--- src/rtl/rsa_pkg.sv ---
// Shared definitions for the RSA stage sequencer: stage one-hot codes, FSM states, tile-count helper.
// Latency: n/a (package).
// Backpressure: n/a (package).
package rsa_pkg;

   // One-hot stage commands
   localparam logic [2:0] STAGE_IDLE = 3'b000;
   localparam logic [2:0] STAGE_PRD  = 3'b001;
   localparam logic [2:0] STAGE_NEW  = 3'b010;
   localparam logic [2:0] STAGE_UPD  = 3'b100;

   typedef enum logic [2:0] {
      ST_IDLE    = 3'd0,
      ST_WAIT_IN = 3'd1,
      ST_CALC    = 3'd2,
      ST_NL_OUT  = 3'd3,
      ST_DONE    = 3'd4
   } rsa_state_e;

   // Number of compute cycles for a stage. N = 3 + 2*landmark_num is the
   // state-vector length, wrapped to row_len+2 bits. The result is clamped
   // to [1, 2^cnt_dw] so that tiles-1 always fits the sequence counter.
   function automatic int tile_count(input logic [2:0] stage,
                                     input int         lm_num,
                                     input int         row_len,
                                     input int         x,
                                     input int         y,
                                     input int         cnt_dw);
      int n;
      int t;
      n = (3 + 2 * lm_num) & ((1 << (row_len + 2)) - 1);
      case (stage)
         STAGE_PRD: t = (n + x - 1) / x;
         STAGE_NEW: t = 2;
         STAGE_UPD: t = (n + y - 1) / y;
         default:   t = 1;
      endcase
      if (t > (1 << cnt_dw)) t = 1 << cnt_dw;
      if (t < 1)             t = 1;
      return t;
   endfunction

endpackage

--- src/rtl/rsa_stage_ctrl_if.sv ---
// Handshake bundle between the stage sequencer, its command source and the nonlinear unit.
// Latency: n/a (wires only).
// Backpressure: one-hot valid/ready pairs per stage; master drives commands and nonlinear responses.
//   stage_val       master->slave  one-hot stage command
//   stage_rdy       slave->master  sequencer idle
//   nonlinear_s_val master->slave  nonlinear unit has operands (one-hot)
//   nonlinear_s_rdy master->slave  nonlinear unit accepts results (one-hot)
//   nonlinear_m_rdy slave->master  sequencer waiting for operands
//   nonlinear_m_val slave->master  sequencer results available
interface rsa_stage_ctrl_if;
   logic [2:0] stage_val;
   logic [2:0] stage_rdy;
   logic [2:0] nonlinear_s_val;
   logic [2:0] nonlinear_s_rdy;
   logic [2:0] nonlinear_m_rdy;
   logic [2:0] nonlinear_m_val;

   modport master (
      output stage_val, nonlinear_s_val, nonlinear_s_rdy,
      input  stage_rdy, nonlinear_m_rdy, nonlinear_m_val
   );

   modport slave (
      input  stage_val, nonlinear_s_val, nonlinear_s_rdy,
      output stage_rdy, nonlinear_m_rdy, nonlinear_m_val
   );
endinterface

--- src/rtl/rsa_seq_cnt.sv ---
// Loadable down-counter with zero flag; stops at zero.
// Latency: load/decrement visible one cycle after the enabling edge.
// Backpressure: none; load has priority over decrement.
//   clk, sys_rst  clock, async active-low reset (count resets to 0)
//   load_i/load_val_i  synchronous load;  dec_i  decrement when non-zero
//   cnt_o/zero_o  current count and count==0
module rsa_seq_cnt #(
   parameter int W = 5
) (
   input  logic         clk,
   input  logic         sys_rst,
   input  logic         load_i,
   input  logic [W-1:0] load_val_i,
   input  logic         dec_i,
   output logic [W-1:0] cnt_o,
   output logic         zero_o
);

   logic [W-1:0] cnt_q;

   always_ff @(posedge clk or negedge sys_rst) begin
      if (!sys_rst) begin
         cnt_q <= '0;
      end else if (load_i) begin
         cnt_q <= load_val_i;
      end else if (dec_i && (cnt_q != '0)) begin
         cnt_q <= cnt_q - 1'b1;
      end
   end

   assign cnt_o  = cnt_q;
   assign zero_o = (cnt_q == '0);

endmodule

--- src/rtl/rsa_stage_ctrl.sv ---
// Stage sequencer for the EKF-SLAM systolic array: command -> operand handshake -> tile compute -> result handshake.
// Latency: accept at edge k gives nonlinear_m_rdy at k+1; compute lasts `tiles` cycles; stage_rdy back 2 cycles after result handshake.
// Backpressure: waits indefinitely for nonlinear s_val/s_rdy unless RSA_WATCHDOG_EN is defined (31-cycle stall abort).
//   clk, sys_rst             clock, async active-low reset
//   landmark_num, l_k        landmark count / target index for NEW and UPD
//   bus (slave)              stage_val/stage_rdy, nonlinear_s_val/s_rdy, nonlinear_m_rdy/m_val
module rsa_stage_ctrl
   import rsa_pkg::*;
#(
   parameter int X          = 4,
   parameter int Y          = 4,
   parameter int L          = 4,
   parameter int RSA_DW     = 32,
   parameter int TB_AW      = 11,
   parameter int CB_AW      = 17,
   parameter int SEQ_CNT_DW = 5,
   parameter int ROW_LEN    = 10
) (
   input  logic               clk,
   input  logic               sys_rst,
   input  logic [ROW_LEN-1:0] landmark_num,
   input  logic [ROW_LEN-1:0] l_k,
   rsa_stage_ctrl_if.slave    bus
);

   rsa_state_e state_q;
   logic [2:0] cur_stage_q;
   logic [2:0] stage_rdy_q;
   logic [2:0] m_rdy_q;
   logic [2:0] m_val_q;

   logic                  accept;
   logic                  hs_in;
   logic                  hs_out;
   int                    tiles;
   logic [SEQ_CNT_DW-1:0] tiles_m1;
   logic [SEQ_CNT_DW-1:0] calc_cnt;
   logic                  calc_zero;
   logic                  wd_expired;

   // Only an exact one-hot command is accepted; NEW/UPD also need a landmark index in range.
   always_comb begin
      accept = 1'b0;
      case (bus.stage_val)
         STAGE_PRD:            accept = 1'b1;
         STAGE_NEW, STAGE_UPD: accept = (l_k <= landmark_num);
         default:              accept = 1'b0;
      endcase
   end

   assign hs_in  = (state_q == ST_WAIT_IN) && ((bus.nonlinear_s_val & cur_stage_q) != 3'b000);
   assign hs_out = (state_q == ST_NL_OUT)  && ((bus.nonlinear_s_rdy & cur_stage_q) != 3'b000);

   always_comb begin
      tiles    = tile_count(cur_stage_q, int'(landmark_num), ROW_LEN, X, Y, SEQ_CNT_DW);
      tiles_m1 = SEQ_CNT_DW'(tiles - 1);
   end

   rsa_seq_cnt #(.W(SEQ_CNT_DW)) u_calc_cnt (
      .clk        (clk),
      .sys_rst    (sys_rst),
      .load_i     (hs_in),
      .load_val_i (tiles_m1),
      .dec_i      (state_q == ST_CALC),
      .cnt_o      (calc_cnt),
      .zero_o     (calc_zero)
   );

`ifdef RSA_WATCHDOG_EN
   logic                  wd_load;
   logic                  wd_run;
   logic                  wd_zero;
   logic [SEQ_CNT_DW-1:0] wd_cnt;
   // Loaded with all-ones minus one on entry to a waiting state, so the
   // abort fires on the (2^W - 1)-th stalled cycle in that state.
   localparam logic [SEQ_CNT_DW-1:0] WD_START = {{(SEQ_CNT_DW-1){1'b1}}, 1'b0};

   assign wd_load    = ((state_q == ST_IDLE) && accept) || ((state_q == ST_CALC) && calc_zero);
   assign wd_run     = (state_q == ST_WAIT_IN) || (state_q == ST_NL_OUT);
   assign wd_expired = wd_run && wd_zero && !hs_in && !hs_out;

   rsa_seq_cnt #(.W(SEQ_CNT_DW)) u_wd_cnt (
      .clk        (clk),
      .sys_rst    (sys_rst),
      .load_i     (wd_load),
      .load_val_i (WD_START),
      .dec_i      (wd_run),
      .cnt_o      (wd_cnt),
      .zero_o     (wd_zero)
   );
`else
   assign wd_expired = 1'b0;
`endif

   always_ff @(posedge clk or negedge sys_rst) begin
      if (!sys_rst) begin
         state_q     <= ST_IDLE;
         cur_stage_q <= STAGE_IDLE;
         stage_rdy_q <= 3'b111;
         m_rdy_q     <= 3'b000;
         m_val_q     <= 3'b000;
      end else begin
         case (state_q)
            ST_IDLE: begin
               if (accept) begin
                  state_q     <= ST_WAIT_IN;
                  cur_stage_q <= bus.stage_val;
                  stage_rdy_q <= 3'b000;
                  m_rdy_q     <= bus.stage_val;
               end
            end
            ST_WAIT_IN: begin
               if (hs_in) begin
                  state_q <= ST_CALC;
                  m_rdy_q <= 3'b000;
               end else if (wd_expired) begin
                  state_q     <= ST_IDLE;
                  cur_stage_q <= STAGE_IDLE;
                  stage_rdy_q <= 3'b111;
                  m_rdy_q     <= 3'b000;
               end
            end
            ST_CALC: begin
               if (calc_zero) begin
                  state_q <= ST_NL_OUT;
                  m_val_q <= cur_stage_q;
               end
            end
            ST_NL_OUT: begin
               if (hs_out) begin
                  state_q <= ST_DONE;
                  m_val_q <= 3'b000;
               end else if (wd_expired) begin
                  state_q     <= ST_IDLE;
                  cur_stage_q <= STAGE_IDLE;
                  stage_rdy_q <= 3'b111;
                  m_val_q     <= 3'b000;
               end
            end
            ST_DONE: begin
               state_q     <= ST_IDLE;
               cur_stage_q <= STAGE_IDLE;
               stage_rdy_q <= 3'b111;
            end
            default: begin
               state_q     <= ST_IDLE;
               cur_stage_q <= STAGE_IDLE;
               stage_rdy_q <= 3'b111;
               m_rdy_q     <= 3'b000;
               m_val_q     <= 3'b000;
            end
         endcase
      end
   end

   assign bus.stage_rdy       = stage_rdy_q;
   assign bus.nonlinear_m_rdy = m_rdy_q;
   assign bus.nonlinear_m_val = m_val_q;

endmodule

--- src/flat_wrapper.sv ---
// flat-port wrapper written by rule: the top's interface ports become plain ports
module rsa_stage_ctrl_flat import rsa_pkg::*;
#(
   parameter int X          = 4,
   parameter int Y          = 4,
   parameter int L          = 4,
   parameter int RSA_DW     = 32,
   parameter int TB_AW      = 11,
   parameter int CB_AW      = 17,
   parameter int SEQ_CNT_DW = 5,
   parameter int ROW_LEN    = 10
)
  (clk, sys_rst, landmark_num, l_k, bus_stage_val, bus_nonlinear_s_val, bus_nonlinear_s_rdy, bus_stage_rdy, bus_nonlinear_m_rdy, bus_nonlinear_m_val);
  rsa_stage_ctrl_if bus_i ();
  input  logic clk;
  input  logic sys_rst;
  input  logic [ROW_LEN-1:0] landmark_num;
  input  logic [ROW_LEN-1:0] l_k;
  input wire logic [$bits(bus_i.stage_val)-1:0] bus_stage_val;
  input wire logic [$bits(bus_i.nonlinear_s_val)-1:0] bus_nonlinear_s_val;
  input wire logic [$bits(bus_i.nonlinear_s_rdy)-1:0] bus_nonlinear_s_rdy;
  output wire logic [$bits(bus_i.stage_rdy)-1:0] bus_stage_rdy;
  output wire logic [$bits(bus_i.nonlinear_m_rdy)-1:0] bus_nonlinear_m_rdy;
  output wire logic [$bits(bus_i.nonlinear_m_val)-1:0] bus_nonlinear_m_val;
  assign bus_i.stage_val = bus_stage_val;
  assign bus_i.nonlinear_s_val = bus_nonlinear_s_val;
  assign bus_i.nonlinear_s_rdy = bus_nonlinear_s_rdy;
  assign bus_stage_rdy = bus_i.stage_rdy;
  assign bus_nonlinear_m_rdy = bus_i.nonlinear_m_rdy;
  assign bus_nonlinear_m_val = bus_i.nonlinear_m_val;
  rsa_stage_ctrl #(.X(X), .Y(Y), .L(L), .RSA_DW(RSA_DW), .TB_AW(TB_AW), .CB_AW(CB_AW), .SEQ_CNT_DW(SEQ_CNT_DW), .ROW_LEN(ROW_LEN)) u_core (.clk(clk), .sys_rst(sys_rst), .landmark_num(landmark_num), .l_k(l_k), .bus(bus_i));
endmodule
--- config.mk ---
export PLATFORM = sky130hd
export DESIGN_NAME = rsa_stage_ctrl_flat
export DESIGN_NICKNAME = d
export VERILOG_FILES = /design/src/rtl/rsa_pkg.sv /design/src/rtl/rsa_stage_ctrl_if.sv /design/src/rtl/rsa_seq_cnt.sv /design/src/rtl/rsa_stage_ctrl.sv /design/src/flat_wrapper.sv
export SDC_FILE = /design/constraint.sdc
export NUM_CORES = 1
export LEC_CHECK = 0
export ABC_AREA = 1
export CORE_MARGIN = 1
export CORE_UTILIZATION = 48
export DETAILED_ROUTE_END_ITERATION = 8
export PLACE_DENSITY = 0.84
export SLEW_MARGIN = 25
export SYNTH_ARGS = -nofsm -noshare
export SYNTH_HDL_FRONTEND = slang
export SYNTH_SLANG_ARGS = --single-unit
--- constraint.sdc ---
create_clock -name clk -period 2.6 [get_ports clk]
set_input_delay 0.52 -clock clk [delete_from_list [all_inputs] [get_ports clk]]
set_output_delay 0.52 -clock clk [all_outputs]
set_load 0.05 [all_outputs]
# --- After elaboration in Yosys (flattened, before gate mapping) ---
# Cells that the tools add are included.
op_classes:
  multipliers: 0
  reduce_logical: 19
  n_div: 0
  muxes: 20
  n_lt_le_gt_ge: 3
  shifts: 0
  eq_ne: 14
  bitwise_logic: 6
  n_addsub: 6
op_table:
  columns: ["operator", "count"]
  rows:
  - ["case mux 32 bit (2 select lines)", 1]
  - ["adder 32 x 1 -> 32 bit", 1]
  - ["greater-than comparator 32 x 7 -> 1 bit (second input constant)", 1]
  - ["less-than comparator 32 x 2 -> 1 bit (second input constant)", 1]
  - ["two-way mux 32 bit", 1]
  - ["subtractor 32 x 2 -> 32 bit (second input constant)", 1]
  - ["two-way mux 3 bit", 9]
  - ["case mux 3 bit (3 select lines)", 2]
  - ["two-way mux 5 bit", 3]
  - ["adder 12 x 3 -> 13 bit (second input constant)", 1]
  - ["adder 2 x 11 -> 12 bit (first input constant)", 1]
  - ["equality test 3 x 2 -> 1 bit (second input constant)", 4]
  - ["case mux 3 bit (2 select lines)", 2]
  - ["case mux 3 bit (4 select lines)", 1]
  - ["<= comparator 10 bit", 1]
  - ["equality test 3 x 1 -> 1 bit (second input constant)", 3]
  - ["equality test 3 bit (second input constant)", 3]
  - ["OR reduction 3 bit", 3]
  - ["inequality test 2 x 1 -> 1 bit (second input constant)", 4]
  - ["bitwise AND 3 bit", 2]
  - ["AND reduction 3 bit", 2]
  - ["nonzero test 3 bit", 2]
  - ["OR reduction 2 bit", 3]
  - ["zero test 5 bit", 1]
  - ["other kinds (11)", 15]
word_totals:
  rom_bits: 0
  reg_bits: 20
  inputBits: 31
  mem_bits_rw: 0
  memories: 0
  latch_bits: 0
  output_inout_bits: 9

# --- Longest topological paths before layout ---
# Gate-level depths: netlist (run 1).
depth:
  ltp_word: 13
  mapped_depth: 28

# --- Cells and area by module ---
# A second synthesis (run 1) with hierarchy kept.
hier_totals:
  hier_cells: 283
  area_unflattened_um2: 1854.3
by_module_without_submodules:
  columns: ["module", "instances", "area_per_inst_um2", "cells_each"]
  rows:
  - ["rsa_stage_ctrl", 1, 1519.0, 237]
  - ["rsa_seq_cnt", 1, 335.3, 46]

# --- Worst setup path before layout (run 1) ---
# OpenSTA, ideal clock, no wires.
synth_path:
  path_type: "input to register"
  start: "input landmark_num[0]"
  end: "register u_core.u_calc_cnt.cnt_q[4], in the netlist u_core.u_calc_cnt.cnt_o[4]"
  required_time_ns: 2.479
  slack_ns: -0.431
  arrival_time_ns: 2.910
  path_stages: 28
  path_cell_list: "inv_1 > ha_1 > inv_1 > nand2_1 > nand2_1 > inv_1 > ha_1 > nand2_1 > nand2_1 > nor2_1 > nand2_1 > inv_1 > nand3_1 > nand2_1 > inv_1 > nor2_2 > nand2_2 > nand2_4 > o21ai_2 > nand3_1 > nand2_1 > inv_1 > ha_1 > inv_1 > o311ai_1 > nand3_1 > nand2_1 > o21ai_1"
synth_via:
  elab_chain_cells: 13
synth_lines:
  columns: ["item", "line_no", "rtl"]
  rows:
  - ["from (decl)", "flat_wrapper.sv:17", "input logic [ROW_LEN-1:0] landmark_num;"]
  - ["adder 2 x 11 -> 12 bit (*)", "rsa_pkg.sv:31", "n = (3 + 2 * lm_num) & ((1 << (row_len + 2)) - 1);"]
  - ["adder 12 x 3 -> 13 bit (*)", "rsa_pkg.sv:33, rsa_pkg.sv:35", null]
  - ["subtractor 32 x 2 -> 32 bit (*)", "rsa_pkg.sv:33, rsa_pkg.sv:35", null]
  - ["OR reduction 2 bit (no source line)", null, null]
  - ["bitwise AND 1 bit (no source line)", null, null]
  - ["adder 32 x 1 -> 32 bit (no source line) (*)", null, null]
  - ["case mux 32 bit (2 select lines) (*)", "rsa_pkg.sv:32", "case (stage)"]
  - ["greater-than comparator 32 x 7 -> 1 bit", "rsa_pkg.sv:38", "if (t > (1 << cnt_dw)) t = 1 << cnt_dw;"]
  - ["two-way mux 32 bit (*)", "rsa_pkg.sv:38", null]
  - ["less-than comparator 32 x 2 -> 1 bit", "rsa_pkg.sv:39", "if (t < 1) t = 1;"]
  - ["two-way mux 5 bit (*)", "rsa_pkg.sv:39", null]
  - ["subtractor 5 x 2 -> 5 bit (*)", "rsa_stage_ctrl.sv:56", "tiles_m1 = SEQ_CNT_DW'(tiles - 1);"]
  - ["two-way mux 5 bit (*)", "rsa_seq_cnt.sv:24", "end else if (load_i) begin"]
  - ["to (signal assigned)", "rsa_seq_cnt.sv:25", "cnt_q <= load_val_i;"]
  - ["to (signal assigned)", "rsa_seq_cnt.sv:27", "cnt_q <= cnt_q - 1'b1;"]
  - ["to (decl)", "rsa_seq_cnt.sv:19", "logic [W-1:0] cnt_q;"]
# Mark *: on every way between the ends. The rest lies on a longest branch, timed or not.
# A chain may end at the register's enable or synchronous reset.

# --- Worst setup path after layout (run 1) ---
layout_path:
  start: "input landmark_num[1]"
  end: "register u_core.u_calc_cnt.cnt_q[4], in the netlist u_core.u_calc_cnt.cnt_o[4]"
layout_via:
  elab_chain_cells: 12
layout_lines:
  columns: ["item", "line_no"]
  rows:
  - ["adder 2 x 11 -> 12 bit (*)", "rsa_pkg.sv:31"]
  - ["adder 12 x 3 -> 13 bit (*)", "rsa_pkg.sv:33, rsa_pkg.sv:35"]
  - ["subtractor 32 x 2 -> 32 bit (*)", "rsa_pkg.sv:33, rsa_pkg.sv:35"]
  - ["bitwise AND 1 bit (no source line)", null]
  - ["adder 32 x 1 -> 32 bit (no source line) (*)", null]
  - ["case mux 32 bit (2 select lines) (*)", "rsa_pkg.sv:32"]
  - ["greater-than comparator 32 x 7 -> 1 bit", "rsa_pkg.sv:38"]
  - ["two-way mux 32 bit (*)", "rsa_pkg.sv:38"]
  - ["less-than comparator 32 x 2 -> 1 bit", "rsa_pkg.sv:39"]
  - ["two-way mux 5 bit (*)", "rsa_pkg.sv:39"]
  - ["subtractor 5 x 2 -> 5 bit (*)", "rsa_stage_ctrl.sv:56"]
  - ["two-way mux 5 bit (*)", "rsa_seq_cnt.sv:24"]
# Marked as above.

==> metrics.txt, run 1 <==
status complete, but fails checks; failing checks negative setup slack; ys flop type dfrtp_1; CTS Sinks 18; worst setup path class in2reg; vias in the first global route between 2000 and 3000; type of origin of the critical path input port; drt first-iter violations 230; Die Ht 68.5 um; final hold viol count 0; Crit. End Element register; antenna-violating nets left 0; r2r setup slk -0.19 ns; Starting Density 0.515; via count between 2000 and 3000; Root Buffer clkbuf_8; launching point of the worst reg2reg path u_core.cur_stage_q[2]; Post-synth ARST share 1.00; GP Congestion around 0.85; unrepaired setup endpoints after global routing yes; CTS max path bufs 2; TritonCTS clock tree yes; number of buffers created by CTS 3; distinct cell type count after synthesis 35; WHS Path Cells 2; Slowest-stage cell, CP ha_4; Seq/Total Area, Yosys 0.213; power per cell area 238 nW/um^2; HP Start u_core.bus.stage_rdy[1]; vias per inst roughly 5.7; site row count 23; Hold WC Path Type reg2reg; #FFs+latches synth 18; CP Data Required Time 2.75 ns; worst setup margin -0.346 ns; Setup TNS -1.34 ns; DR pass1 iterations 6; die area ~4700 um^2; Max Fclk approximately 340 MHz; Max rail drop VDD 0.000238 V; Core ar. just over 4000 um^2; pin count of the biggest net entering global routing 19; reg2reg path depth 23; Overall Global Routing Usage 0.316; Hold EP u_core.bus.stage_rdy[1]; most common cell after layout, fill and taps aside nand2_1; skew final 0.00742 ns; Worst-Margin Slew 0.807 ns; total congestion overflow 0; number of synthesized flops with an enable pin 0; H-tree depth 1; total leakage power ~1.7 nW; cell area after layout ~3400 um^2; Worst EP arrival 3.09 ns; Post-Syn Instances 339; Reg-to-Reg End u_core.u_calc_cnt.cnt_o[4]; number of port buffers 39; clock transition at the registers of the reported paths 0.07 ns; Ant. Diodes 0; Slew headroom 0.460; IO Count 40; share of post-route cells with drive strength above 1 0.330; detail-routed net length per standard cell 15.8 um; commonest cells after routing, fill and taps aside nand2_1 (84), buf_4 (66), inv_1 (42); Final Max Tran Viols 0; antenna violations before repair 0; synth-to-layout area growth 59.0%; CP max stage delay 0.21 ns; max-cap violations 0; die width 68.5 um; global-route wire length before repair ~11 mm; Syn Area/Cell 6.25 um^2; drt drc 0; Placed Instance Area roughly 3000 um^2; post-layout util 0.819; YS warnings 0; Final nets 497; Most Frequent Cell on Critical Path nand2_2; Clock Latency Late Sink around 0.26 ns; worst-path fanout max 3; drt total wl around 8 mm; HPWL Detailed 4.73 mm; Synth Cell Area 2120 um^2; Hold Buf Count CTS 0; crit share post-route 1.13; # setup viols final 6; post-route minimum period approximately 3 ns
==> state kept, by name (all words and copies together) (netlist names) <==
register / cells
u_core.state_q: 3
u_core.bus.stage_rdy: 1
u_core.cur_stage_q: 3
u_core.bus.nonlinear_m_val: 3
u_core.bus.nonlinear_m_rdy: 3
u_core.u_calc_cnt.cnt_o: 5
==> power by group <==
part / switching, W / internal (W)
clock network: 0.0000982 / 0.000135
logic: 0.000149 / 0.000138
registers: 0 / 0.000280
total: 0.000247 / 0.000553
==> final cells by class <==
cell class,instances,area [um^2]
flip-flops and latches,18,452
fillers,237,746
clock buffers,4,55.1
inverters,56,243
multi-input cells,262,1640
repair buffers,108,920
well taps,50,62.6
==> routing by layer <==
metal / GRT usage / part of all wire / vias to the layer above
met5: 0 / 0 / -
met4: 0.102 / 0.032 / 0
met3: 0.0583 / 0.069 / 41
met2: 0.582 / 0.50 / 169
met1: 0.361 / 0.40 / 1313
li1: - / - / 1310
==> per-stage QoR <==
| stage | total power (W) | instances | hold slack (ns) | setup WS [ns] |
|---|---|---|---|---|
| floorplan | 0.000399 | 340 | 0.224 | -0.278 |
| CTS | 0.000757 | 494 | 0.486 | -0.204 |
| global placement | 0.000511 | 474 | 0.470 | -0.894 |
| finish | 0.000800 | 498 | 0.485 | -0.346 |
| global route | 0.000830 | 498 | 0.499 | -0.484 |
| detailed placement | 0.000521 | 474 | 0.469 | -1.02 |
==> critical path: cells and delay by family <==
kind                     cells  cell delay, ns
AND/OR/NAND/NOR             15            1.28
buffers and inverters        8            0.45
adder cells (fa/ha/maj)      3            0.52
AO/OA/AOI/OAI                3            0.33
==> cell families (layout without fill, tap and decap cells) <==
kind of cell / count (synthesis) / after routing / share of synthesized area
and+or+nand+nor: 202 / 202 / 0.456
AOI/OAI and AO/OA: 37 / 37 / 0.0992
adders and majority gates: 17 / 17 / 0.100
xor gates and xnor gates: 4 / 4 / 0.0165
DFF: 18 / 18 / 0.213
buffers and inverters: 60 / 168 / 0.113
other: 1 / 2 / 0.00177
==> repair_timing <==
item | CTS | global route
setup endpoints to repair | 13 | 15
gates resized for setup | 31 | 34
cloned | 0 | 1
pin swaps | 22 | 16
setup buffers | 17 | 4
==> synth_stat cells, drive strengths merged (2+ instances only) <==
cell / number / area share
o21ai: 23 / 0.056
buf: 3 / 0.011
clkinv: 3 / 0.0053
a21oi: 10 / 0.027
nand4: 7 / 0.024
xor2: 3 / 0.012
inv: 53 / 0.095
or2: 2 / 0.0059
nand2: 106 / 0.21
ha: 17 / 0.10
dfrtp: 17 / 0.20
nor2: 32 / 0.077
nor4: 2 / 0.0059
o41ai: 2 / 0.0083
nor3: 5 / 0.012
nand3: 47 / 0.12
==> worst max-delay path by stage <==
stage                     cells past startpoint             from                          to
after floorplan                              28  landmark_num[1]  u_core.u_calc_cnt.cnt_o[4]
after global placement                       30  landmark_num[1]  u_core.u_calc_cnt.cnt_o[4]
after detailed placement                     30  landmark_num[1]  u_core.u_calc_cnt.cnt_o[4]
after CTS                                    26  landmark_num[1]  u_core.u_calc_cnt.cnt_o[4]
after global routing                         29  landmark_num[1]  u_core.u_calc_cnt.cnt_o[4]
final                                        29  landmark_num[1]  u_core.u_calc_cnt.cnt_o[4]
Power figures use the tool's default switching activity.
==> run 2, diff against run 1 <==
--- a/config.mk
+++ b/config.mk
@@ -7,9 +7,10 @@
 export LEC_CHECK = 0
 export ABC_AREA = 1
 export CORE_MARGIN = 1
-export CORE_UTILIZATION = 48
+export CORE_UTILIZATION = 55
 export DETAILED_ROUTE_END_ITERATION = 8
-export PLACE_DENSITY = 0.84
+export DONT_BUFFER_PORTS = 1
+export PLACE_DENSITY = 0.8
 export SLEW_MARGIN = 25
 export SYNTH_ARGS = -nofsm -noshare
 export SYNTH_HDL_FRONTEND = slang
==> metrics.txt, run 2 (synthesis results as in run 1) <==
Worst EP arrival 2.87 ns (-0.22 ns); Ant. Diodes 0 (unchanged); setup slack at placement -0.395 ns (+0.625 ns); cell total after placement 412 (-13%); Worst-Margin Slew 0.758 ns (-0.0491 ns); CP Data Required Time 2.74 ns (about the same); die width 64.1 um (-6.4%); CP max stage delay 0.20 ns (about the same); post-layout util 0.737 (-0.0817); share of post-route cells with drive strength above 1 0.268 (-0.0621); vias per inst 5.47 (-3.8%); fillers 286 (+21%); worst path bufs/invs 9 (+1); final std cells w/o fill 432 (-13%); total leakage power 1.36 nW (-18%); antenna violations before repair 0 (unchanged); post-route minimum period 2.72 ns (-0.225 ns); drt drc 0 (unchanged); Slowest-stage cell, CP ha_4; Starting Density 0.575 (+0.0596); type of origin of the critical path input port; commonest cells after routing, fill and taps aside nand2_1 (88), inv_1 (42), nand3_1 (40); unrepaired setup endpoints after global routing yes; worst setup margin -0.121 ns (+0.225 ns); crit share post-route 1.05 (-0.0864); DR pass1 iterations 4 (-2); CTS max path bufs 2 (unchanged); TritonCTS clock tree yes; Max Fclk 367 MHz (+8.3%); antenna-violating nets left 0 (unchanged); IO Count 40 (unchanged); Overall Global Routing Usage 0.278 (-0.0379); GP Congestion 0.865 (+1.2%); Setup TNS -0.289 ns (+1.05 ns); via count 2364 (-17%); Slew headroom 0.493 (+0.0327); Crit path max-delay family simple AND/OR/NAND/NOR gates; vias in the first global route 2170 (-18%); Crit. End Element register; die area 4110 um^2 (-12%); final hold viol count 0 (unchanged); Final nets 433 (-13%); worst-path fanout max 3 (unchanged); status complete, but fails checks; detail-routed net length per standard cell 13.1 um (-17%); total congestion overflow 0 (unchanged); Clock Latency Late Sink 0.25 ns (about the same); worst setup path class in2reg; number of buffers created by CTS 3 (unchanged); # setup viols final 3 (-3); Core ar. 3690 um^2 (-10%); Root Buffer clkbuf_8; CTS Sinks 18 (unchanged); site row count 22 (-4.3%); Final Max Tran Viols 0 (unchanged); synth-to-layout area growth 28.3%; clock transition at the registers of the reported paths 0.07 ns (about the same); most common cell after layout, fill and taps aside nand2_1; number of port buffers 0 (-100%); max-cap violations 0 (unchanged); H-tree depth 1 (unchanged); failing checks negative setup slack; Largest register FFs 5 (unchanged); HPWL Detailed 3.98 mm (-16%); Die Ht 64.1 um (-6.4%); power per cell area 250 nW/um^2 (+5.2%); drt first-iter violations 195 (-15%); drt total wl 5.64 mm (-28%); Hold WC Path Type in2async; global-route wire length before repair 9.20 mm (-17%); skew final 0.00117 ns (-0.00624 ns); pin count of the biggest net entering global routing 18 (-1); Max rail drop VDD 0.000245 V (+3.0%)
==> run 2: changes by cell type in the layout (fill, tap and decap cells not counted), sizes merged <==
cell,delta
clkbuf,-1
dlygate4sd2,-5
dlygate4sd3,+1
clkdlybuf4s50,-30
buf,-28
dlymetal6s2s,-1
==> run 2: final cells by class <==
cell class	count	area (um^2)	share of cell area
multi-input cells	262	1570	0.576
flip-flops and latches	18	452	0.166
repair buffers	44	348	0.128
inverters	56	238	0.0874
well taps	48	60.1	0.0221
clock buffers	4	55.1	0.0202
==> run 2: path summary, 6_finish.rpt <==
kind | to | from | slack (ns) | cells after the start
min reg2reg | u_core.cur_stage_q[2] | u_core.cur_stage_q[2] | 0.58 | 2
max in group asynchronous | u_core.state_q[2] | sys_rst | 1.35 | 1
max | u_core.u_calc_cnt.cnt_o[2] | landmark_num[1] | -0.12 | 29
max reg2reg | u_core.u_calc_cnt.cnt_o[2] | u_core.cur_stage_q[2] | -0.06 | 23
min | u_core.bus.stage_rdy[1] | sys_rst | 0.10 | 0
min in group clk | u_core.bus.nonlinear_m_rdy[2] | bus_stage_val[2] | 0.44 | 2
==> run 2: per-stage QoR <==
step / power [W] / cell area, um^2 / hold slack [ns]
2_1_floorplan: 0.000399 / 2210 / 0.224
3_3_place_gp: 0.000429 / 2450 / 0.225
3_5_place_dp: 0.000433 / 2450 / 0.225
6_report: 0.000680 / 2720 / 0.105
5_1_grt: 0.000716 / 2720 / 0.0925
4_1_cts: 0.000675 / 2620 / 0.0987
==> run 2: metal layers <==
layer / global-route usage / vias to the layer above / wire (um)
li1: - / 1187 / -
met1: 0.387 / 1095 / 2610
met2: 0.465 / 74 / 2770
met3: 0.0357 / 8 / 210
met4: 0.0398 / 0 / 53
met5: 0 / - / 0
==> run 2: what timing repair did <==
| item | 4_1_cts | 5_1_grt |
|---|---|---|
| hold buffers | 1 | 0 |
| pin swaps | 17 | 15 |
| resized for setup | 10 | 11 |
| gates cloned | 0 | 0 |
| setup buffers | 8 | 8 |
| endpoints found under the hold margin | 17 | 0 |
| setup endpoints to repair | 3 | 4 |
==> run 2: power by group <==
group | internal, W | switching [W]
sequential | 0.000280 | 0
clock | 0.000134 | 0.0000917
combinational | 0.0000731 | 0.000100
